$ cat src/rtl/vga_pkg.sv
// Shared raster timing constants and types for the VGA output path
// (timing generator, sprite ROM and colour mixer).
package vga_pkg;

    localparam int COORD_W = 10;

    localparam int DEF_H_ACTIVE = 640;
    localparam int DEF_H_FP     = 16;
    localparam int DEF_H_SYNC   = 96;
    localparam int DEF_H_BP     = 48;
    localparam int DEF_V_ACTIVE = 480;
    localparam int DEF_V_FP     = 10;
    localparam int DEF_V_SYNC   = 2;
    localparam int DEF_V_BP     = 33;

    localparam bit SYNC_ACTIVE_LOW  = 1'b0;
    localparam bit SYNC_ACTIVE_HIGH = 1'b1;

    function automatic int span_total(input int active, input int fp, input int sync, input int bp);
        return active + fp + sync + bp;
    endfunction

    localparam int DEF_H_TOTAL = span_total(DEF_H_ACTIVE, DEF_H_FP, DEF_H_SYNC, DEF_H_BP);
    localparam int DEF_V_TOTAL = span_total(DEF_V_ACTIVE, DEF_V_FP, DEF_V_SYNC, DEF_V_BP);

    // Bundle of the signals that travel through the alignment delay line.
    typedef struct packed {
        logic hsync;
        logic vsync;
        logic video_on;
    } raster_sig_t;

endpackage

$ cat src/rtl/vga_timing_sig_delay.sv
// Parameterised clock-rate shift register with an asynchronous reset value.
// DEPTH = 0 degenerates to a straight wire.
module sig_delay #(
    parameter int               WIDTH   = 1,
    parameter int               DEPTH   = 1,
    parameter logic [WIDTH-1:0] RST_VAL = '0
) (
    input  logic             clk,
    input  logic             rst,
    input  logic [WIDTH-1:0] din,
    output logic [WIDTH-1:0] dout
);

    generate
        if (DEPTH == 0) begin : g_bypass
            logic unused_clk_rst;
            assign unused_clk_rst = clk ^ rst;
            assign dout = din;
        end else begin : g_shift
            logic [WIDTH-1:0] stage_reg [DEPTH];

            always_ff @(posedge clk or posedge rst) begin
                if (rst) begin
                    for (int i = 0; i < DEPTH; i++) begin
                        stage_reg[i] <= RST_VAL;
                    end
                end else begin
                    stage_reg[0] <= din;
                    for (int i = 1; i < DEPTH; i++) begin
                        stage_reg[i] <= stage_reg[i-1];
                    end
                end
            end

            assign dout = stage_reg[DEPTH-1];
        end
    endgenerate

endmodule

$ cat src/rtl/vga_timing.sv
// Raster timing generator: pixel-tick divider, x/y counters, wrap pulses and
// sync/blank decode delayed to line up with the sprite ROM's registered data.
module vga_timing
    import vga_pkg::*;
#(
    parameter int H_ACTIVE   = DEF_H_ACTIVE,
    parameter int H_FP       = DEF_H_FP,
    parameter int H_SYNC     = DEF_H_SYNC,
    parameter int H_BP       = DEF_H_BP,
    parameter int V_ACTIVE   = DEF_V_ACTIVE,
    parameter int V_FP       = DEF_V_FP,
    parameter int V_SYNC     = DEF_V_SYNC,
    parameter int V_BP       = DEF_V_BP,
    parameter int CLK_DIV    = 2,
    parameter bit SYNC_POL   = SYNC_ACTIVE_LOW,
    parameter int PIPE_DELAY = 1
) (
    input  logic               clk,
    input  logic               rst,
    input  logic               en,
    output logic [COORD_W-1:0] current_pixel_x,
    output logic [COORD_W-1:0] current_pixel_y,
    output logic               pix_tick,
    output logic               line_start,
    output logic               frame_start,
    output logic               hsync,
    output logic               vsync,
    output logic               video_on
);

    localparam int H_TOTAL = span_total(H_ACTIVE, H_FP, H_SYNC, H_BP);
    localparam int V_TOTAL = span_total(V_ACTIVE, V_FP, V_SYNC, V_BP);
    localparam int DIV_W   = (CLK_DIV > 1) ? $clog2(CLK_DIV) : 1;
    localparam int CMP_W   = COORD_W + 1;

    generate
        if (H_TOTAL > 2**COORD_W || V_TOTAL > 2**COORD_W) begin : g_bad_total
            $error("vga_timing: H_TOTAL/V_TOTAL do not fit the coordinate width");
        end
        if (CLK_DIV < 1) begin : g_bad_div
            $error("vga_timing: CLK_DIV must be at least 1");
        end
        if (PIPE_DELAY < 0 || PIPE_DELAY > 7) begin : g_bad_delay
            $error("vga_timing: PIPE_DELAY must be in 0..7");
        end
    endgenerate

    localparam logic [DIV_W-1:0]   DIV_LAST = DIV_W'(CLK_DIV - 1);
    localparam logic [COORD_W-1:0] X_LAST   = COORD_W'(H_TOTAL - 1);
    localparam logic [COORD_W-1:0] Y_LAST   = COORD_W'(V_TOTAL - 1);
    // Decode bounds are one bit wider so an active span of 2**COORD_W still compares correctly.
    localparam logic [CMP_W-1:0] X_ACT_END = CMP_W'(H_ACTIVE);
    localparam logic [CMP_W-1:0] Y_ACT_END = CMP_W'(V_ACTIVE);
    localparam logic [CMP_W-1:0] HS_START  = CMP_W'(H_ACTIVE + H_FP);
    localparam logic [CMP_W-1:0] HS_END    = CMP_W'(H_ACTIVE + H_FP + H_SYNC);
    localparam logic [CMP_W-1:0] VS_START  = CMP_W'(V_ACTIVE + V_FP);
    localparam logic [CMP_W-1:0] VS_END    = CMP_W'(V_ACTIVE + V_FP + V_SYNC);
    localparam raster_sig_t      SIG_IDLE  = '{hsync: ~SYNC_POL, vsync: ~SYNC_POL, video_on: 1'b0};

    logic [DIV_W-1:0]   div_cnt_reg;
    logic [COORD_W-1:0] x_reg;
    logic [COORD_W-1:0] y_reg;
    logic               x_wrap;
    logic [CMP_W-1:0]   x_ext;
    logic [CMP_W-1:0]   y_ext;
    raster_sig_t        raw_sig;
    raster_sig_t        dly_sig;

    assign pix_tick = en && (div_cnt_reg == DIV_LAST);
    assign x_wrap   = pix_tick && (x_reg == X_LAST);

    always_ff @(posedge clk or posedge rst) begin
        if (rst) begin
            div_cnt_reg <= '0;
            x_reg       <= '0;
            y_reg       <= '0;
            line_start  <= 1'b0;
            frame_start <= 1'b0;
        end else begin
            line_start  <= x_wrap;
            frame_start <= x_wrap && (y_reg == Y_LAST);
            if (en) begin
                div_cnt_reg <= (div_cnt_reg == DIV_LAST) ? '0 : div_cnt_reg + DIV_W'(1);
            end
            if (pix_tick) begin
                if (x_reg == X_LAST) begin
                    x_reg <= '0;
                    y_reg <= (y_reg == Y_LAST) ? '0 : y_reg + COORD_W'(1);
                end else begin
                    x_reg <= x_reg + COORD_W'(1);
                end
            end
        end
    end

    assign x_ext = {1'b0, x_reg};
    assign y_ext = {1'b0, y_reg};

    always_comb begin
        raw_sig          = SIG_IDLE;
        raw_sig.video_on = (x_ext < X_ACT_END) && (y_ext < Y_ACT_END);
        if (x_ext >= HS_START && x_ext < HS_END) begin
            raw_sig.hsync = SYNC_POL;
        end
        if (y_ext >= VS_START && y_ext < VS_END) begin
            raw_sig.vsync = SYNC_POL;
        end
    end

    sig_delay #(
        .WIDTH   (3),
        .DEPTH   (PIPE_DELAY),
        .RST_VAL (SIG_IDLE)
    ) u_sig_delay (
        .clk  (clk),
        .rst  (rst),
        .din  (raw_sig),
        .dout (dly_sig)
    );

    assign current_pixel_x = x_reg;
    assign current_pixel_y = y_reg;
    assign hsync           = dly_sig.hsync;
    assign vsync           = dly_sig.vsync;
    assign video_on        = dly_sig.video_on;

endmodule
$ cat config.mk
export PLATFORM = sky130hd
export DESIGN_NAME = vga_timing
export DESIGN_NICKNAME = d
export VERILOG_FILES = /design/src/rtl/vga_pkg.sv /design/src/rtl/vga_timing_sig_delay.sv /design/src/rtl/vga_timing.sv
export SDC_FILE = /design/constraint.sdc
export NUM_CORES = 1
export LEC_CHECK = 0
export CAP_MARGIN = 5
export CORE_ASPECT_RATIO = 1.5
export CORE_MARGIN = 8
export CORE_UTILIZATION = 55
export CTS_BUF_LIST = sky130_fd_sc_hd__clkbuf_4 sky130_fd_sc_hd__clkbuf_8
export DETAILED_ROUTE_END_ITERATION = 8
export PLACE_DENSITY = 0.84
export SYNTH_ARGS = -nofsm -noshare
export SYNTH_HDL_FRONTEND = slang
export SYNTH_HIERARCHICAL = 1
export SYNTH_SLANG_ARGS = --single-unit
$ cat constraint.sdc
create_clock -name clk -period 5.5 [get_ports clk]
set_clock_uncertainty 0.1 [all_clocks]
set_input_delay 1.1 -clock clk [delete_from_list [all_inputs] [get_ports clk]]
set_output_delay 1.1 -clock clk [all_outputs]
set_load 0.1 [all_outputs]
==> results of run 1 <==
final timing paths:
| path | end | slack [ns] | cells past startpoint |
|---|---|---|---|
| min reg2reg | div_cnt_reg$_DFFE_PP0P_ | 0.40 | 1 |
| max | pix_tick | 1.28 | 4 |
| max reg2reg | current_pixel_y[4]$_DFFE_PP0P_ | 3.43 | 6 |
| max in group asynchronous | current_pixel_x[8]$_DFFE_PP0P_ | 3.58 | 2 |
| min in group asynchronous | u_sig_delay/dout[0]$_DFF_PP0_ | 0.86 | 2 |
| min | div_cnt_reg$_DFFE_PP0P_ | 0.40 | 1 |
layer usage:
layer,vias to the layer above,GRT usage [%],share of wire (%)
li1,498,-,-
met1,501,14.1,39
met2,29,28.5,54
met3,4,3.71,5.6
met4,0,6.87,1.3
met5,-,0,0
kinds of logic (layout without fill, tap and decap cells):
| family | count (synthesis) | count (layout) |
|---|---|---|
| fa+ha+maj | 4 | 4 |
| compound gates | 15 | 15 |
| simple gates | 57 | 57 |
| mux | 1 | 1 |
| xor+xnor | 11 | 11 |
| buf+inv | 10 | 40 |
| flops | 26 | 26 |
layout make-up:
class / instances / area [µm²]
repair buffers: 28 / 280
fillers: 174 / 599
inverters: 8 / 31.3
multi-input cells: 88 / 578
well taps: 23 / 28.8
clock buffers: 4 / 36.3
flip-flops and latches: 26 / 653
critical path, cell delays in order:
cell and delay [ns]:
clkdlybuf4s50_1 0.51, nand2_1 0.11, inv_1 0.15, clkdlybuf4s50_1 1.16
layout by cell type, fill, tap and decap left out, drive strengths merged:
| cell type | count |
|---|---|
| clkdlybuf4s50 | 28 |
| dfrtp | 24 |
| nand2 | 16 |
| nand3 | 9 |
| nor2 | 8 |
| inv | 7 |
| nand4 | 7 |
| xor2 | 6 |
| nor3 | 5 |
| xnor2 | 5 |
| o21ai | 5 |
| ha | 4 |
| clkbuf | 4 |
| and4 | 2 |
| o31ai | 2 |
| and3 | 2 |
| and2 | 2 |
| o21a | 2 |
| nor4 | 2 |
| dfstp | 2 |
| or4b | 2 |
| and4b | 1 |
| clkinv | 1 |
| nor4b | 1 |
| a2bb2oi | 1 |
| mux2 | 1 |
| o22ai | 1 |
| a31oi | 1 |
| o22a | 1 |
| o211a | 1 |
| a21oi | 1 |
cells in the mapped netlist, types with 2 or more instances:
cell type and instances:
nand4_1 6, o21a_1 2, o21ai_0 5, nand2_1 16, nor4_1 2, nor3_1 5, and3_1 2, nor2_1 8
and2_1 2, xor2_1 6, nand3_1 9, ha_1 4, inv_1 7, o31ai_1 2, dfstp_2 2, xnor2_1 5
and4_1 2, dfrtp_1 24
power breakdown:
group / switching [W] / internal [W] / leakage [nW]
Clock: 0.0000555 / 0.0000405 / 0.0210
Combinational: 0.000205 / 0.0000606 / 0.354
Sequential: 0.0000326 / 0.000214 / 0.331
through the flow:
step                utilization [%]  power [W]  hold WS, ns  setup slack, ns
floorplan                         -   0.000450        0.353             2.48
global placement               71.2   0.000511        0.375             1.31
detailed placement             71.2   0.000517        0.382             1.28
CTS                            72.8   0.000611        0.403             1.27
global route                   72.8   0.000633        0.436             1.19
finish                         72.8   0.000607        0.400             1.28
==> results_dict.tcl, run 1 <==
set metrics [dict create \
    crit_start "en" \
    insertion_delay_ns 0.32 \
    syn_avg_cell_area_um2 10.3 \
    worstSetupStartpointType "input pin" \
    path_class "input pin to primary output" \
    cts_tree "yes" \
    ys_seq_area_share_pct 51.1 \
    dpl.cell_count 173 \
    ys_seq_elements 26 \
    setup_viol 0 \
    antenna_found_initial 0 \
    initial_core_util_pct 57.9 \
    die_h_um 75.1 \
    overflow 0 \
    netlist_area_um2 1280 \
    dp_hpwl_um 2190 \
    yosys_warnings 6 \
    status "complete, no violations" \
    maxSlewViolCount 0 \
    h-tree-depth 1 \
    cts_made_buffers 3 \
    port_buffers 28 \
    ys_top_cells_by_area "dfrtp_1 47%, nand2_1 4.7%, dfstp_2 4.1%, xor2_1 4.1%, ha_1 3.9%" \
    die_area_um2 4160 \
    vdd_ir_drop_max_uv 234 \
    synth_compound_area_share_pct 7.83 \
    critPathCaptureType "primary output" \
    clock-sinks 26 \
    drt_iter0_drc 35 \
    post_dp_cell_area_um2 1570 \
    synth_fa_ha_area_share_pct 3.91 \
    p_leak_nw 0.706 \
    clkTransAtPathRegs_ns 0.13 \
    yosys.area.top_type_share_pct 47.0 \
    place.gp.congestion 0.941 \
    nets 162 \
    grt_pass1_wl_um 4990 \
    io_pins 29 \
    synth_cell_types 33 \
    syn_inst 124 \
    fin_cells 177 \
    yosys.area_share.simple_pct 24.8 \
    cts-root-buf "clkbuf_4" \
    fp.dieW_um 55.4 \
    synth_ff_type "dfrtp_1" \
    core_area_um2 2210 \
    avgViaCountPerCell 5.83 \
    synth_nets 131 \
    r2r_start "current_pixel_x[0]$_DFFE_PP0P_" \
    area_growth_pct 25.7 \
    muxShareOfSynthArea_pct 1.17 \
    cts_resized 0 \
    finalCritPeriodShare_pct 76.8 \
    cellPowerDensity_nw_per_um2 378 \
    rows 21 \
    postCtsSetupBuffers 0 \
    num_vias 1032 \
    hold_start "div_cnt_reg$_DFFE_PP0P_" \
    antenna_cells 0 \
    worst_pin_slew_ns 0.992 \
    dr.pass1.iters 4 \
    setup-tns-final_ns 0 \
    crit_path_max_fanout 6 \
    relSlewSlack_pct 33.7 \
    synth_xor_xnor_area_share_pct 7.53 \
    cts_buffer_depth 2 \
    drt-wirelength-per-cell_um 16.3 \
    fin_area_um2 1610 \
    grt_usage_pct 14.7 \
    ys_async_sr_fraction_pct 100 \
    synth_edf_count 0 \
    timing.final.crit_period_ns 4.22 \
    first_global_vias 1120 \
    layout-drive-gt1-share_pct 7.14 \
    grt_max_degree 24 \
    wirelength_um 2880 \
    hold_violations 0 \
    yosysTopAreaCell "dfrtp_1" \
    synth_top_family_by_area "simple AND/OR/NAND/NOR gates" \
    cap_viol_max_count 0 \
    cp_data_arrival_time_ns 3.02 \
    hp-class "flop to flop" \
    drcViolationCount 0 \
    drtAntennaViolNets 0 \
    timing.fmax_ghz 0.237 \
    rsz0062_at_grt "false" \
    worstPathRequired_ns 4.30 \
    holdBufCountCts 0 \
]
No activity file was read; power rests on OpenSTA's default activity.
==> run 2, diff against run 1 <==
--- a/config.mk
+++ b/config.mk
@@ -8,10 +8,10 @@
 export CAP_MARGIN = 5
 export CORE_ASPECT_RATIO = 1.5
 export CORE_MARGIN = 8
-export CORE_UTILIZATION = 55
+export CORE_UTILIZATION = 51
 export CTS_BUF_LIST = sky130_fd_sc_hd__clkbuf_4 sky130_fd_sc_hd__clkbuf_8
 export DETAILED_ROUTE_END_ITERATION = 8
-export PLACE_DENSITY = 0.84
+export PLACE_DENSITY = 0.79
 export SYNTH_ARGS = -nofsm -noshare
 export SYNTH_HDL_FRONTEND = slang
 export SYNTH_HIERARCHICAL = 1
==> constraint.sdc (replaced) <==
create_clock -name clk -period 3.9 [get_ports clk]
set_clock_uncertainty 0.1 [all_clocks]
set_input_delay 0.78 -clock clk [delete_from_list [all_inputs] [get_ports clk]]
set_output_delay 0.78 -clock clk [all_outputs]
set_load 0.1 [all_outputs]
==> run 2 against run 1 <==
  * Wire length grew 2.9%
  * Sequential share of layout area is essentially flat
  * Critical path depth shrank 3
  * Clock-buffer cell count is the same
  * Worst hold slack gained 0.034 ns
  * Critical path type is now flop to primary output
  * Largest power group unchanged
  * Highest routed layer unchanged
==> results_dict.tcl, run 2 (same netlist as run 1, synthesis figures left out) <==
set metrics [dict create \
    status "complete, no violations" \
    dr.pass1.iters 4 \
    fin_hold_ws_ns 0.434 \
    grt_usage_pct 13.3 \
    rsz0062_at_grt "false" \
    critPathCaptureType "primary output" \
    drt-wirelength-per-cell_um 16.7 \
    setup-tns-final_ns 0 \
    path_class "flop to primary output" \
    rows 22 \
    vdd_ir_drop_max_uv 318 \
    drcViolationCount 0 \
    antenna_cells 0 \
    drt_iter0_drc 21 \
    p_sw_w 0.000410 \
    hold_violations 0 \
    power_frac_clock_pct 15.4 \
    postCtsSetupBuffers 0 \
    cp_slowest_cell "clkdlybuf4s50_1" \
    worst_pin_slew_ns 0.989 \
    crit_path_max_fanout 8 \
    first_global_vias 1078 \
    num_vias 1040 \
    area_growth_pct 25.6 \
    holdBufCountCts 0 \
    crit_buf_inv 1 \
    timing.final.crit_period_ns 2.91 \
    crit_path_max_incr_delay_ns 1.20 \
    hp-class "flop to flop" \
    clock-sinks 26 \
    cts_buffer_depth 2 \
    fin_util_pct 66.3 \
    core_area_um2 2420 \
    relSlewSlack_pct 33.8 \
    h-tree-depth 1 \
    fp.dieW_um 56.9 \
    port_buffers 28 \
    worstSetupStartpointType "flop" \
    cts-root-buf "clkbuf_4" \
    avgViaCountPerCell 5.84 \
    wirelength_um 2970 \
    grt_pass1_wl_um 4950 \
    die_area_um2 4400 \
    mostFrequentLayoutCells "27 x clkdlybuf4s50_1, 24 x dfrtp_1, 16 x nand2_1" \
    clkTransAtPathRegs_ns 0.14 \
    io_pins 29 \
    dp_hpwl_um 2270 \
    cts_resized 0 \
    nets 162 \
    cellPowerDensity_nw_per_um2 530 \
    timing.fmax_ghz 0.344 \
    setup_viol 0 \
    worstPathRequired_ns 3.02 \
    antenna_found_initial 0 \
    finalCritPeriodShare_pct 74.6 \
    cts_tree "yes" \
    grt_max_degree 24 \
    layout-drive-gt1-share_pct 7.79 \
    cts_made_buffers 3 \
    cp_data_arrival_time_ns 2.03 \
    p_leak_nw 0.708 \
    pwr-share-seq_pct 40.9 \
    drtAntennaViolNets 0 \
    initial_core_util_pct 52.8 \
    switching_share_pct 48.1 \
    path_delay_family "buffers and inverters" \
    fillers 203 \
    die_h_um 77.3 \
    cap_viol_max_count 0 \
    worstPathCellList "clkdlybuf4s50_1" \
    place.gp.congestion 0.880 \
    maxSlewViolCount 0 \
    combPwrFrac_pct 43.7 \
    overflow 0 \
    insertion_delay_ns 0.31 \
    final_common_cell "clkdlybuf4s50_1" \
    internal_power_w 0.000442 \
]
==> run 2: cell count changes in the layout (fill, tap and decap cells not counted), sizes merged <==
cell,change
buf,+1
clkdlybuf4s50,-1
==> run 2: power groups by stage <==
stage                     sequential [W]  combinational (W)  clock [W]
after global placement          0.000351           0.000368          0
after detailed placement        0.000354           0.000374          0
final                           0.000349           0.000372   0.000131
after floorplan                 0.000535          0.0000987          0
after CTS                       0.000348           0.000375   0.000137
after global routing            0.000355           0.000392   0.000147
==> run 2: final timing paths <==
| check | start | end | slack (ns) | cells past startpoint |
|---|---|---|---|---|
| worst max register to register | current_pixel_x[0]$_DFFE_PP0P_ | current_pixel_y[4]$_DFFE_PP0P_ | 1.89 | 6 |
| min in group asynchronous | rst | u_sig_delay/dout[0]$_DFF_PP0_ | 0.54 | 2 |
| worst min register to register | div_cnt_reg$_DFFE_PP0P_ | div_cnt_reg$_DFFE_PP0P_ | 0.43 | 1 |
| max in group asynchronous | rst | current_pixel_x[8]$_DFFE_PP0P_ | 2.28 | 2 |
| worst max-delay path | current_pixel_x[9]$_DFFE_PP0P_ | current_pixel_x[9] | 0.99 | 1 |
| worst min-delay path | div_cnt_reg$_DFFE_PP0P_ | div_cnt_reg$_DFFE_PP0P_ | 0.43 | 1 |
==> run 2: layer usage <==
layer  vias to the layer above  global-route usage (%)  part of all wire (%)
met5                         -                       0                     0
met4                         0                    4.25                   1.0
met3                         6                    2.64                   5.8
met2                        35                    24.9                    54
met1                       505                    13.9                    39
li1                        494                       -                     -
==> run 2: layout make-up <==
| cell class | count | area, µm² | share of cell area, % |
|---|---|---|---|
| flip-flops and latches | 26 | 653 | 40.7 |
| multi-input cells | 88 | 578 | 36.0 |
| repair buffers | 28 | 278 | 17.3 |
| clock buffers | 4 | 36.3 | 2.26 |
| inverters | 8 | 31.3 | 1.95 |
| well taps | 24 | 30.0 | 1.87 |
==> run 2: stage by stage <==
step,instances,total power (W),area (µm²),worst slack (ns)
final,178,0.000852,1610,0.989
after global routing,178,0.000894,1610,0.924
after floorplan,124,0.000634,1280,1.35
after global placement,174,0.000719,1570,1.20
after CTS,178,0.000861,1610,0.979
after detailed placement,174,0.000728,1570,1.12
